$ cat src/rtl/grf_wb_arbiter.sv
`default_nettype none
// ============================================================================
//  Module   : grf_wb_arbiter
//  Function : Shares the single GRF write port between W-stage writeback
//             (fixed priority) and a buffered long-latency result FIFO.
//             Tracks in-flight long-latency destinations in a pending
//             scoreboard and raises stall_req when the FIFO head starves.
//  Revision : 1.0 - initial release
// ============================================================================
module grf_wb_arbiter #(
   parameter int DEPTH    = 2,
   parameter int MAX_WAIT = 4
) (
   input  logic        clk,
   input  logic        reset,
   input  logic        w_we,
   input  logic [4:0]  w_a3,
   input  logic [31:0] w_wd,
   input  logic [31:0] w_pc,
   input  logic        m_valid,
   output logic        m_ready,
   input  logic [4:0]  m_a3,
   input  logic [31:0] m_wd,
   input  logic [31:0] m_pc,
   input  logic        iss_valid,
   input  logic [4:0]  iss_a3,
   output logic        iss_ready,
   input  logic [4:0]  q_a1,
   input  logic [4:0]  q_a2,
   output logic        q1_busy,
   output logic        q2_busy,
   output logic        stall_req,
   output logic        grf_we,
   output logic [4:0]  grf_a3,
   output logic [31:0] grf_wd,
   output logic [31:0] grf_wpc
);

   localparam int                c_PTR_W    = (DEPTH > 1) ? $clog2(DEPTH) : 1;
   localparam int                c_CNT_W    = $clog2(MAX_WAIT + 1);
   localparam logic [c_PTR_W:0]  c_DEPTH    = (c_PTR_W + 1)'(DEPTH);
   localparam logic [c_CNT_W-1:0] c_WAIT_MAX = c_CNT_W'(MAX_WAIT);

   // FIFO storage and control
   logic [4:0]          r_a3_mem [DEPTH];
   logic [31:0]         r_wd_mem [DEPTH];
   logic [31:0]         r_pc_mem [DEPTH];
   logic [c_PTR_W-1:0]  r_wr_ptr;
   logic [c_PTR_W-1:0]  r_rd_ptr;
   logic [c_PTR_W:0]    r_count;
   logic [31:0]         r_pending;
   logic [c_CNT_W-1:0]  r_wait;

   logic        w_empty;
   logic        w_full;
   logic        w_wsel;
   logic        w_pop;
   logic        w_push;
   logic        w_iss_set;
   logic [4:0]  w_head_a3;
   logic [31:0] w_set_mask;
   logic [31:0] w_clr_mask;

   assign w_empty   = (r_count == '0);
   assign w_full    = (r_count == c_DEPTH);
   assign w_head_a3 = r_a3_mem[r_rd_ptr];

   // W-stage owns the port only for a real (non-$0) write; otherwise the
   // FIFO head takes it and is popped at the edge.
   assign w_wsel    = w_we && (w_a3 != 5'd0);
   assign w_pop     = !w_wsel && !w_empty;

   // Results for $0 complete the handshake but are dropped here.
   assign m_ready   = !w_full && !reset;
   assign w_push    = m_valid && m_ready && (m_a3 != 5'd0);

   assign iss_ready = !r_pending[iss_a3];
   assign w_iss_set = iss_valid && iss_ready && (iss_a3 != 5'd0);
   assign w_set_mask = w_iss_set ? (32'd1 << iss_a3) : 32'd0;
   assign w_clr_mask = w_pop ? (32'd1 << w_head_a3) : 32'd0;

   // Bit 0 is never set, so $0 always reads idle.
   assign q1_busy   = r_pending[q_a1];
   assign q2_busy   = r_pending[q_a2];

   assign stall_req = !reset && !w_empty && (r_wait >= c_WAIT_MAX);

   // Write-port mux; everything forced low while reset is held.
   always_comb begin
      grf_we  = 1'b0;
      grf_a3  = 5'd0;
      grf_wd  = 32'd0;
      grf_wpc = 32'd0;
      if (!reset) begin
         if (w_wsel) begin
            grf_we  = 1'b1;
            grf_a3  = w_a3;
            grf_wd  = w_wd;
            grf_wpc = w_pc;
         end else if (!w_empty) begin
            grf_we  = 1'b1;
            grf_a3  = w_head_a3;
            grf_wd  = r_wd_mem[r_rd_ptr];
            grf_wpc = r_pc_mem[r_rd_ptr];
         end
      end
   end

   // FIFO payload storage; contents are meaningless once count is cleared.
   always_ff @(posedge clk) begin
      if (w_push) begin
         r_a3_mem[r_wr_ptr] <= m_a3;
         r_wd_mem[r_wr_ptr] <= m_wd;
         r_pc_mem[r_wr_ptr] <= m_pc;
      end
   end

   // FIFO pointers and occupancy.
   always_ff @(posedge clk or posedge reset) begin
      if (reset) begin
         r_wr_ptr <= '0;
         r_rd_ptr <= '0;
         r_count  <= '0;
      end else begin
         if (w_push) r_wr_ptr <= r_wr_ptr + c_PTR_W'(1);
         if (w_pop)  r_rd_ptr <= r_rd_ptr + c_PTR_W'(1);
         if (w_push && !w_pop)      r_count <= r_count + (c_PTR_W + 1)'(1);
         else if (!w_push && w_pop) r_count <= r_count - (c_PTR_W + 1)'(1);
      end
   end

   // Pending scoreboard: clear on head writeback, set on issue.
   always_ff @(posedge clk or posedge reset) begin
      if (reset) r_pending <= 32'd0;
      else       r_pending <= (r_pending & ~w_clr_mask) | w_set_mask;
   end

   // Starvation counter: counts blocked head cycles, saturating at MAX_WAIT.
   always_ff @(posedge clk or posedge reset) begin
      if (reset)                           r_wait <= '0;
      else if (w_empty || w_pop)           r_wait <= '0;
      else if (w_wsel && r_wait < c_WAIT_MAX) r_wait <= r_wait + c_CNT_W'(1);
   end

endmodule
`default_nettype wire

$ cat config.mk
export PLATFORM = sky130hd
export DESIGN_NAME = grf_wb_arbiter
export DESIGN_NICKNAME = d
export VERILOG_FILES = /design/src/rtl/grf_wb_arbiter.sv
export SDC_FILE = /design/constraint.sdc
export NUM_CORES = 1
export LEC_CHECK = 0
export CORE_ASPECT_RATIO = 0.5
export CORE_MARGIN = 1
export CORE_UTILIZATION = 30
export CTS_CLUSTER_SIZE = 12
export DETAILED_ROUTE_END_ITERATION = 12
export PLACE_DENSITY = 0.66
export SYNTH_ARGS = -nofsm -noshare
export SYNTH_HDL_FRONTEND = slang
export SYNTH_SLANG_ARGS = --single-unit
$ cat constraint.sdc
create_clock -name clk -period 10.9 [get_ports clk]
set_input_delay 1.09 -clock clk [delete_from_list [all_inputs] [get_ports clk]]
set_output_delay 1.09 -clock clk [all_outputs]
set_load 0.01 [all_outputs]
**Word-level counts from Yosys, hierarchy flattened**

Memory sizes are Yosys's and may differ from the RTL's.
Index checks and enable logic that the tools add are counted.

- $add $sub $neg: 5
- Order comparisons: 5
- Equality and inequality tests: 1
- Shift operators: 2
- Muxes and demuxes: 26
- Bitwise logic cells: 3
- Reductions and logical operators: 26

Operators by type and width:

| operator | count |
|---|---|
| $mux 32 | 8 |
| $shl 1x5->32 const A | 2 |
| $and 32x32->32 | 1 |
| $not 32->32 | 1 |
| $or 32x32->32 | 1 |
| $lt 5x6->1 const B | 3 |
| $bmux 1 s5 | 3 |
| $mux 5 | 3 |
| $reduce_bool 5->1 | 3 |
| $logic_and 1x1->1 | 12 |
| $mux 1 | 8 |
| $logic_not 1->1 | 7 |
| $mux 3 | 2 |
| $mux 2 | 2 |
| $reduce_bool 2->1 | 2 |
| $add 3x1->3 const B | 1 |
| $ge 3x3->1 const B | 1 |
| $lt 3x3->1 const B | 1 |
| $add 1x1->1 const B | 2 |
| $add 2x1->2 const B | 1 |
| $eq 2x2->1 const B | 1 |
| $logic_not 2->1 | 1 |
| $sub 2x1->2 const B | 1 |
| $logic_or 1x1->1 | 1 |

- Register bits after elaboration: 39
- Memory bits (writable): 138
- Input bits: 158
- Output and inout port bits: 75
- Logic and storage cells: 76
- Memories kept: 3

Memories:

| name | words | bits a word | rd ports | clocked after Yosys merged registers in | wr ports | line | RTL |
|---|---|---|---|---|---|---|---|
| r_pc_mem | 2 | 32 | 1 | 0 | 1 | 47 | `logic [31:0] r_pc_mem [DEPTH];` |
| r_wd_mem | 2 | 32 | 1 | 0 | 1 | 46 | `logic [31:0] r_wd_mem [DEPTH];` |
| r_a3_mem | 2 | 5 | 1 | 0 | 1 | 45 | `logic [4:0] r_a3_mem [DEPTH];` |

**Logic depth before layout (Yosys ltp)**

- Word-level depth: 9
- Depth in mapped cells: 8
- Gate-level depth less buffers: 8

**Worst setup path after synthesis**

OpenSTA, ideal clock, no wires.

- Path kind: input to register
- Start point: in reset
- End point: mem r_a3_mem[0][0], enable pin
- Setup time: 0.505 ns
- Arrival: 4.959 ns
- Required time: 10.395 ns
- Path slack: 5.436 ns
- Stages: 5
- Buffers on the path: 1
- Cell sequence: clkbuf_1 > a21oi_1 > nand2_1 > a21oi_1 > nor2b_1

- Longest elaborated chain between the ends: 6

RTL lines:

| element | line | RTL |
|---|---|---|
| start: declaration | 15 | `input logic reset,` |
| $logic_not 1->1 (no source line) | -- |  |
| $logic_and 1x1->1 | 74 | `assign m_ready = !w_full && !reset;` |
| net m_ready | 21 | `output logic m_ready,` |
| $logic_and 1x1->1 (2 in series) | 75 | `assign w_push = m_valid && m_ready && (m_a3 != 5'd0);` |
| $mux 1 | 111 | `if (w_push) begin` |
| $mux 1 (not written as such) | 112 | `r_a3_mem[r_wr_ptr] <= m_a3;` |
| end: declaration | 45 |  |

The timed path passes the listed nets, and every way through them passes these cells.

**Worst setup path after layout**

- Start point: in iss_a3[1]
- End point: out iss_ready

- Longest elaborated chain between the ends: 3

RTL lines:

| element | line | RTL |
|---|---|---|
| start: declaration | 26 | `input logic [4:0] iss_a3,` |
| $bmux 1 s5 | 77 | `assign iss_ready = !r_pending[iss_a3];` |
| $mux 1 (not written as such) | 77 |  |
| $logic_not 1->1 | 77 |  |
| end: declaration | 27 | `output logic iss_ready,` |

No other way between the ends. The select of a mux whose other input is x is not followed.

==> out/qor.csv <==
stage;metric;value;unit
worst_setup_path;type of destination of the critical path;output pin;
cts;buffers inserted by post-CTS timing repair;0;
sta;portion of the clock cycle consumed by the worst path in the final layout;48.1;%
worst_setup_path;maximum single-stage delay on the critical path;1.14;ns
sta;final setup slack of the worst path;5.66;ns
grt;Congestion Overflow GR;0;
worst_setup_path;data required time at the worst endpoint;9.81;ns
worst_setup_path;cell-by-cell listing of the critical path;clkdlybuf4s50_1 -> mux2i_1 -> mux4_2 -> nand3_1 -> and4_1 -> buf_4 -> inv_1 -> clkdlybuf4s50_1;
worst_setup_path;Buf+Inv Stages, Crit Path;4;
placed_design;routability congestion estimate;0.908;
placed_design;worst setup slack after placement;5.72;ns
drt;DRC violation count after routing;0;
synthesis;Yosys top cell area share;48.2;%
synthesis;complex-gate fraction of the synthesized area;9.63;%
cts;H-tree depth reported by CTS;4;
final_layout;fill cell instance count of the final layout;2564;
final_layout;total non-filler cell area in the finished layout;0.0118;mm^2
sta;setup repair after global routing missed its margin;false;
final_layout;final-stage net count;1055;
sta;Worst Skew;0.00939;ns
drt;TritonRoute pass-1 iters;5;
cts;Worst-Skew Late Latency;0.43;ns
worst_setup_path;WP data arrival;4.15;ns
final_layout;fraction of layout instances using a drive strength above 1;8.70;%
cts;buffer type at the clock tree root;clkbuf_16;
grt;via count of the first global-routing pass;6331;
sta;final setup violation count;0;
worst_setup_path;cell type with the highest occurrence count on the critical path;clkdlybuf4s50_1;
worst_setup_path;setup slack, reg-to-reg;7.60;ns
final_layout;FF+latch area;0.00512;mm^2
power;switching portion of total power;33.0;%
floorplan;Die Y;122;um
sta;relative slew slack;28.5;%
placed_design;placed inst area;0.0112;mm^2
drt;routed wire length;23400;um
synthesis;largest cells by area after synthesis;edfxtp_1 (48%), dfrtp_1 (11%), mux2i_1 (9.4%);
power;P_int;1.60;mW
sta;slew at the pin closest to its max-slew limit;1.07;ns
floorplan;starting utilization of the core area;30.8;%
cts;clock sink count;177;
cts;maximum buffer depth of the clock tree;2;
cts;PostCTS Resize Cnt;0;
sta;Setup TNS;0;ns
drt;violation count after the first detailed-route iteration;459;
power;Net Switching;792;uW
final_layout;final core utilization;42.4;%
synthesis;cell area after synthesis;0.00860;mm^2
power;fraction of power consumed by sequential logic;40.6;%
worst_setup_path;cell family contributing the most delay on the critical path;buffers and inverters;
power;leakage power;4.18;nW
placed_design;sum of net half-perimeters after detailed placement;16400;um
sta;Max Transition Viols Final;0;
floorplan;area enclosed by the die boundary;0.0294;mm^2
drt;per-cell routed wire length;18.1;um
sta;Fmax achieved;0.191;GHz
floorplan;Die X-Extent;241;um
worst_setup_path;Slowest cell on crit path;clkdlybuf4s50_1;
placed_design;port buffer count;232;
synthesis;XOR/XNOR Fraction of Synth Area;0.611;%
floorplan;row count;43;
sta;clock period minus final worst setup slack;5.24;ns
synthesis;post-synthesis net count;854;
power;Logic pwr share;33.7;%
floorplan;placeable core area;0.0279;mm^2
drt;post-detailed-route via-to-cell ratio;4.98;
final_layout;Ant. Diodes;0;
synthesis;number of instances in the synthesized netlist;694;
drt;residual antenna-violating net count after detailed routing;0;
synthesis;main combinational cell family by area after synthesis;multiplexers;
synthesis;Synth Area in Adders;0.291;%
final_layout;growth of design area from synthesis to finish;37.6;%
grt;number of antenna violations at the first check in global routing;0;
grt;aggregate global-route resource usage;16.1;%
power;highest ir drop seen on vdd;0.107;mV
synthesis;register bit total from synthesis;177;
synthesis;Ys Warns;0;
worst_setup_path;maximum fanout count along the critical path;32;
power;power density of the placed cells;202;mW/mm^2
final_layout;area used by multi-input combinational logic;0.00325;mm^2
cts;clock-pin slew of the registers on the worst-case setup and hold paths;0.07;ns
min_path;path category of the worst min-delay check;register to register;
worst_setup_path;CP Class;input pin to output pin;
power;clock network fraction of total power;25.8;%
outcome;run status;complete, no violations;
floorplan;IO Count;233;
grt;wire length of the first global-routing pass;35800;um
synthesis;share of synthesized area spent on multiplexers;16.2;%
drt;total via count after detailed routing;6427;
cts;total CTS buffers;17;
synthesis;simple logic cell fraction of the synthesized area;10.7;%
cts;number of buffers inserted by hold repair at cts;0;
sta;final hold violation count;0;
cts;clock tree from TritonCTS;done;
synthesis;proportion of synthesized chip area in sequential cells;59.5;%
grt;largest net degree at the start of global routing;81;
synthesis;area leader, netlist;edfxtp_1;
flow_run;max cap viols;0;
synthesis;number of distinct library cells after synthesis;40;
synthesis;syn_area_per_cell;12.4;um^2
worst_setup_path;type of element launching the critical path;input pin;
==> power groups by stage <==
| stage | clock network [mW] | logic (mW) | registers [mW] |
|---|---|---|---|
| after floorplan | 0 | 0.550 | 0.932 |
| after global placement | 0 | 0.802 | 0.974 |
| after detailed placement | 0 | 0.815 | 0.984 |
| after CTS | 0.631 | 0.819 | 0.970 |
| after global routing | 0.658 | 0.883 | 0.987 |
| final | 0.618 | 0.806 | 0.972 |
==> flip-flops by register name, summed over array words and instances, names as in the netlist <==
| register | cells |
|---|---|
| r_a3_mem | 10 |
| r_count | 2 |
| r_pc_mem | 64 |
| r_pending | 32 |
| r_rd_ptr | 1 |
| r_wait | 3 |
| r_wd_mem | 64 |
| r_wr_ptr | 1 |
==> cells by family after synthesis <==
logic type | after synthesis
and+or+nand+nor | 193
DFF | 177
AOI/OAI and AO/OA | 145
muxes | 109
buffers and inverters | 62
xor gates and xnor gates | 6
adders and majority gates | 2
==> layout make-up <==
type	count	area share (%)
Tap cell	382	4.04
Clock inverter	15	1.47
Clock buffer	17	3.59
Sequential cell	177	43.3
Multi-Input combinational cell	455	27.4
Inverter	5	0.159
Timing Repair Buffer	239	20.0
==> worst reg2reg max path: stages (launching register included) <==
cell     delay [ns]
dfrtp_4        0.60
buf_4          0.84
mux2i_1        0.43
or2_2          0.42
or4_1          0.55
o21ai_0        0.23
o31ai_1        0.11
==> per-stage QoR <==
stage,total power [mW],std cells,hold slack [ns]
floorplan,1.48,694,0.455
global placement,1.78,1258,0.527
detailed placement,1.80,1258,0.544
CTS,2.42,1290,0.555
global route,2.53,1290,0.570
finish,2.40,1290,0.549
==> metal layers <==
metal	GRT usage [%]	vias up	wire length, um
li1	-	3056	-
met1	20.1	3231	10200
met2	28.2	119	12100
met3	3.08	21	730
met4	5.02	0	336
met5	0	-	0
==> cells in the final DEF (no fill, tap or decap), types with 7 or more instances in the layout <==
cell type / count
nor2_1: 78
dfrtp_1: 38
o21ai_1: 16
clkdlybuf4s50_1: 231
nand2_1: 10
nor3_1: 73
clkbuf_16: 17
mux4_2: 24
a21oi_1: 72
o31ai_1: 31
buf_4: 7
edfxtp_1: 138
mux2i_1: 81
o21ai_0: 17
==> synthesized netlist by cell type, drive strengths merged <==
| master | count |
|---|---|
| or4 | 9 |
| nand3 | 6 |
| and3b | 1 |
| nand3b | 1 |
| nor2b | 3 |
| mux2i | 81 |
| mux4 | 24 |
| a21oi | 72 |
| nand2b | 5 |
| a32oi | 1 |
| o21ai | 33 |
| nor3b | 1 |
| or2 | 2 |
| xor2 | 4 |
| xnor2 | 2 |
| a2111oi | 1 |
| and2 | 1 |
| o22a | 1 |
| ha | 2 |
| nor2 | 79 |
| nor3 | 73 |
| clkbuf | 40 |
| a211oi | 1 |
| a2bb2oi | 1 |
| mux2 | 4 |
| o21a | 2 |
| inv | 5 |
| and4 | 1 |
| dfrtp | 39 |
| nand2 | 10 |
| nand4 | 1 |
| edfxtp | 138 |
| a31oi | 2 |
| buf | 17 |
| o31ai | 31 |
==> worst paths after layout <==
kind | from | to | depth (start not counted)
max | iss_a3[1] | iss_ready | 8
min | r_wr_ptr | r_wr_ptr | 1
max reg2reg | r_rd_ptr | r_pending[31] | 6
min reg2reg | r_wr_ptr | r_wr_ptr | 1
max in group asynchronous | reset | r_rd_ptr | 4
min in group asynchronous | reset | r_pending[30] | 4
Power figures use the tool's default switching activity.
==> edit 1, RTL diff (config.mk and constraints unchanged) <==
`MAX_WAIT`: 4 -> 16.
--- a/src/rtl/grf_wb_arbiter.sv
+++ b/src/rtl/grf_wb_arbiter.sv
@@ -9,7 +9,7 @@
 // ============================================================================
 module grf_wb_arbiter #(
    parameter int DEPTH    = 2,
-   parameter int MAX_WAIT = 4
+   parameter int MAX_WAIT = 16
 ) (
    input  logic        clk,
    input  logic        reset,
Behaviour: same outputs for any inputs over 4 cycles, from zero or initial values and one cycle with reset high; that may be too few to reach the edited logic, so the function may still have changed.
==> edit 1 against the unedited design <==
  * Power fell by 0.89%
  * Non-clock buffer count did not move
  * Worst setup slack got worse by 0.016 ns
  * Synthesized area rose by 0.97%
  * Wire length rose by 0.25%
  * Sequential cell count rose by 2
  * Via count rose by 1.1%
  * Final area rose by 0.40%
  * Maximum frequency fell by 0.30%
  * Sequential power rose by 2.6%
  * Largest power group unchanged
==> edit 1: results (changes against the unedited design) <==
Timing
  • Final worst clock skew: 0.00826 ns (-0.00113 ns)
  • Count of endpoints failing setup in the final report: 0 (unchanged)
  • Hold_ws: 0.551 ns (+0.00245 ns)
  • Max-Slew Margin vs Limit: 33.2% (+4.7 points)

Clock tree
  • Inserted Clock Buffers: 17 (unchanged)
  • Clock insertion delay at the later pin of the skew report: about 0.42 ns
  • Quantity of gates resized following cts: 0 (unchanged)
  • Clk Tree Root Cell: sky130_fd_sc_hd__clkbuf_16

Global routing
  • Via count of the first global-routing pass: 6389 (+0.92%)
  • Pin count of the biggest net entering global routing: 90 (+11%)
  • Overall Global Routing Usage: 15.8% (-0.29 points)
  • First-pass GRT wire length: 36.2 mm (+1.2%)

Logic synthesis
  • Commonest cells in the netlist: sky130_fd_sc_hd__edfxtp_1 (138), sky130_fd_sc_hd__nor2_1 (84), sky130_fd_sc_hd__mux2i_1 (81), sky130_fd_sc_hd__a21oi_1 (71), sky130_fd_sc_hd__nor3_1 (71)
  • Syn avg cell area: 12.3 µm² (-0.46%)
  • Most used flip-flop cell after synthesis: sky130_fd_sc_hd__edfxtp_1
  • Number of distinct library cells after synthesis: 41 (+2.5%)
  • Async set-reset flop share out of synthesis: 22.9% (+0.87 points)
  • Portion of the post-synthesis area used by sequential elements: 59.5% (about the same)
  • Post-synth net total: 864 (+1.2%)
  • Cell types with the largest area share after synthesis: sky130_fd_sc_hd__edfxtp_1 (48%), sky130_fd_sc_hd__dfrtp_1 (12%), sky130_fd_sc_hd__mux2i_1 (9.3%)
  • Count of flip-flops with a built-in enable after synthesis: 138 (unchanged)

Route
  • First-pass iteration count of the detailed router: 4 (-1)
  • Total Wirelength: 23.5 mm (+0.25%)
  • Vias per cell: 5.00 (+0.42%)
  • Number of DRC markers in iteration 0: 494 (+7.6%)

Pwr
  • Worst IR drop on VDD: 0.000112 V (+4.1%)
  • Lkg Pwr: 4.21 nW (+0.59%)

Finish
  • Non-Filler Instances: 1299 (+0.70%)
  • Layout cells sized above 1: 8.07% (-0.63 points)
  • Top Registers: r_pc_mem (64), r_wd_mem (64), r_pending (32)
  • Fillers: 2602 (+1.5%)
  • Final net count: 1064 (+0.85%)

Worst setup path
  • Top fanout value on the critical path: 89 (+180%)
  • Slack of the worst reg-to-reg path: 7.66 ns (+0.06 ns)
  • Worst path arrival time: 4.17 ns (+0.02 ns)

Status
  • Status: finished clean

Placed design
  • Final estimated routing congestion in global placement: 0.853 (-6.1%)
  • Detail Placement HPWL: 16.2 mm (-1.4%)
  • Number of buffers inserted by port buffering: 232 (unchanged)
[edit 1: changes by cell type after synthesis, sizes merged, moves of 2 or more]
cell,unedited run,this run
clkbuf,40,42
nor3,73,71
nor2,79,84
dfrtp,39,41
[edit 1: worst paths after layout]
| path | startpoint | to | cells after the start |
|---|---|---|---|
| hold reg to reg | r_wr_ptr$_DFFE_PP0N_ | r_wr_ptr$_DFFE_PP0N_ | 1 |
| setup / recovery | w_a3[1] | grf_wd[28] | 8 |
| min in group asynchronous | reset | r_pending[31]$_DFF_PP0_ | 4 |
| max in group asynchronous | reset | r_rd_ptr$_DFFE_PP0P_ | 4 |
| hold / removal | r_wr_ptr$_DFFE_PP0N_ | r_wr_ptr$_DFFE_PP0N_ | 1 |
| setup reg to reg | r_rd_ptr$_DFFE_PP0P_ | r_pending[21]$_DFF_PP0_ | 6 |
[edit 1: cells by family after synthesis]
logic type / after synthesis / synth area share (%)
multiplexers: 109 / 16.1
XOR/XNOR: 8 / 0.807
AND/OR/NAND/NOR: 199 / 10.8
flip-flops: 179 / 59.5
adder cells (fa/ha/maj): 2 / 0.288
AO/OA/AOI/OAI: 144 / 9.49
buffers and inverters: 63 / 3.01
[edit 1: cell type report]
cell class                      instances  area share, %
Clock buffer                           17           3.58
Clock inverter                         15           1.17
Inverter                                5          0.158
Multi-Input combinational cell        462           27.6
Sequential cell                       179           43.5
Tap cell                              382           4.02
Timing Repair Buffer                  239           19.9
[edit 1: power by group]
part | total, mW | internal, mW | switching [mW] | leakage (nW)
clock | 0.595 | 0.335 | 0.260 | 0.272
combinational | 0.783 | 0.390 | 0.393 | 2.15
sequential | 0.997 | 0.872 | 0.125 | 1.78
total | 2.37 | 1.60 | 0.778 | 4.21
[edit 1: through the flow]
| stage | instance area, µm² | setup slack (ns) | total power [mW] |
|---|---|---|---|
| final | 11900 | 5.64 | 2.37 |
| after global routing | 11900 | 5.43 | 2.51 |
| after CTS | 11900 | 5.65 | 2.40 |
| after detailed placement | 11300 | 5.66 | 1.80 |
| after global placement | 11300 | 5.67 | 1.78 |
| after floorplan | 8690 | 5.44 | 1.49 |
[edit 1: critical path, cell delays in order]
cell and delay, ns:
sky130_fd_sc_hd__clkdlybuf4s50_1 0.43, sky130_fd_sc_hd__or4_1 0.53, sky130_fd_sc_hd__o21a_4 0.39, sky130_fd_sc_hd__buf_4 0.41, sky130_fd_sc_hd__nor3_1 0.46, sky130_fd_sc_hd__a21oi_1 0.07
sky130_fd_sc_hd__nor2_1 0.11, sky130_fd_sc_hd__clkdlybuf4s50_1 0.54
[edit 1: routing by layer]
metal	routed length (µm)	track usage, %	up-vias
met4	226	3.93	0
met5	0	0	-
li1	-	-	3073
met3	831	3.37	14
met2	12400	28.5	121
met1	10100	19.4	3291
==> edit 2, RTL diff (same settings) <==
Made on the original files. Reset style: synchronous (`reset`), changed in 3 clocked blocks.
--- a/src/rtl/grf_wb_arbiter.sv
+++ b/src/rtl/grf_wb_arbiter.sv
@@ -116,7 +116,7 @@
    end
 
    // FIFO pointers and occupancy.
-   always_ff @(posedge clk or posedge reset) begin
+   always_ff @(posedge clk) begin
       if (reset) begin
          r_wr_ptr <= '0;
          r_rd_ptr <= '0;
@@ -130,13 +130,13 @@
    end
 
    // Pending scoreboard: clear on head writeback, set on issue.
-   always_ff @(posedge clk or posedge reset) begin
+   always_ff @(posedge clk) begin
       if (reset) r_pending <= 32'd0;
       else       r_pending <= (r_pending & ~w_clr_mask) | w_set_mask;
    end
 
    // Starvation counter: counts blocked head cycles, saturating at MAX_WAIT.
-   always_ff @(posedge clk or posedge reset) begin
+   always_ff @(posedge clk) begin
       if (reset)                           r_wait <= '0;
       else if (w_empty || w_pop)           r_wait <= '0;
       else if (w_wsel && r_wait < c_WAIT_MAX) r_wait <= r_wait + c_CNT_W'(1);
Function: differs if reset is asserted again (counterexample within 4 cycles, from zero or initial values and one cycle with reset high); with reset held inactive, the same outputs for 4 cycles.
==> edit 2 against the unedited design <==
  * Hold slack got worse by 0.033 ns
  * Maximum frequency down 7.7%
  * Final area is 2.7% lower
  * Sequential cell count up 1
  * Worst setup slack got worse by 0.44 ns
  * Cell count shrank 8.4%
  * Register-to-register slack improved by 0.29 ns
  * Synthesized area shrank 2.7%
  * Power fell by 24%
  * Wire length down 1.6%
  * Utilization rose by 0.40 points
  * Combinational power decreased by 44%
  * Highest routed layer unchanged
==> edit 2: results (changes against the unedited design) <==
Status
  • Status: finished clean

Worst setup path
  • Timing endpoint of the critical path: grf_a3[3]
  • Crit path from: w_a3[2]
  • Slack of the worst reg-to-reg path: 7.89 ns (+0.29 ns)
  • Top fanout value on the critical path: 67 (+110%)
  • Slowest stage cell on the critical path: sky130_fd_sc_hd__nand2_2
  • Worst path arrival time: 4.59 ns (+0.44 ns)
  • Worst r2r dst: r_pending[27]$_SDFF_PP0_

Logic synthesis
  • Portion of the post-synthesis area used by sequential elements: 59.1% (-0.41 points)
  • Async set-reset flop share out of synthesis: 0% (-22 points)
  • Number of distinct library cells after synthesis: 48 (+20%)
  • Cell types with the largest area share after synthesis: sky130_fd_sc_hd__edfxtp_1 (50%), sky130_fd_sc_hd__dfxtp_1 (9.6%), sky130_fd_sc_hd__mux2i_1 (9.0%)
  • Commonest cells in the netlist: sky130_fd_sc_hd__edfxtp_1 (138), sky130_fd_sc_hd__mux2i_1 (75), sky130_fd_sc_hd__o2bb2ai_1 (68), sky130_fd_sc_hd__dfxtp_1 (40), sky130_fd_sc_hd__nand2_1 (29)

Min path
  • Min-Delay Startpoint: r_rd_ptr$_SDFFE_PP0P_
  • Worst hold path cell count: 2 (+1)

Finish
  • Fraction of standard cell area that is sequential: 43.0% (-0.30 points)
  • Multi-input gate area: 3170 µm² (-2.4%)
  • Total number of multi-input combinational cells: 351 (-23%)
  • Inverters: 9 (+4)
  • Layout cells sized above 1: 10.5% (+1.8 points)
  • Clock network share of area: 4.55% (-0.51 points)
  • Non-Clock Buffer Area Fraction: 20.6% (+0.54 points)
  • Final antenna diode count: 1 (+1)
  • Non-clock buffer count in the final layout: 238 (-0.42%)
  • Fillers: 2513 (-2.0%)

Route
  • First-pass iteration count of the detailed router: 6 (+1)
  • Routed length on met2: 11.9 mm (-2.0%)
  • Met3 wirelength from detailed routing: 1.07 mm (+47%)
  • Met1 Routed Length: 9.70 mm (-5.0%)
  • Total Wirelength: 23.0 mm (-1.6%)

Timing
  • Slew at the pin closest to its max-slew limit: 1.32 ns (+0.245 ns)
  • Final worst clock skew: 0.00671 ns (-0.00267 ns)

Placed design
  • Detail Placement HPWL: 16.1 mm (-2.3%)
  • Worst setup slack before clock tree synthesis: 5.18 ns (-0.539 ns)
  • Final estimated routing congestion in global placement: 0.915 (+0.78%)

Pwr
  • Worst IR drop on VDD: 0.0000979 V (-9.0%)
  • Lkg Pwr: 3.68 nW (-12%)

Global routing
  • Via count of the first global-routing pass: 6244 (-1.4%)
  • Met1 Usage GRT: 20.4% (+0.28 points)
  • Pin count of the biggest net entering global routing: 70 (-14%)
  • First-pass GRT wire length: 35.4 mm (-1.1%)
  • Met2 global-route usage: 28.2% (+0.046 points)
  • Global-route track usage on met3: 3.38% (+0.30 points)
-- edit 2: cell count changes after synthesis, sizes merged, moves of 19 or more --
cell,delta
a21oi,-63
o31ai,-31
o21ai,-29
dfrtp,-39
nor3,-70
dfxtp,+40
nor2,-62
o2bb2ai,+68
nand2,+19
-- edit 2: cells by family after synthesis --
logic type      after synthesis  share of synthesized area [%]
simple gates                 93                           5.47
flops                       178                           59.1
compound gates              150                           15.8
xor+xnor                      3                          0.314
buf+inv                      55                           3.17
mux                         103                           15.8
fa+ha+maj                     2                          0.299
-- edit 2: report_power, final --
part / internal, mW / total [mW] / switching [mW]
Clock: 0.307 / 0.557 / 0.251
Combinational: 0.215 / 0.451 / 0.236
Sequential: 0.785 / 0.822 / 0.0374
-- edit 2: through the flow --
step	hold WS, ns	std cells
after detailed placement	0.498	1150
final	0.515	1182
after global placement	0.483	1150
after global routing	0.536	1182
after CTS	0.515	1181
after floorplan	0.447	584
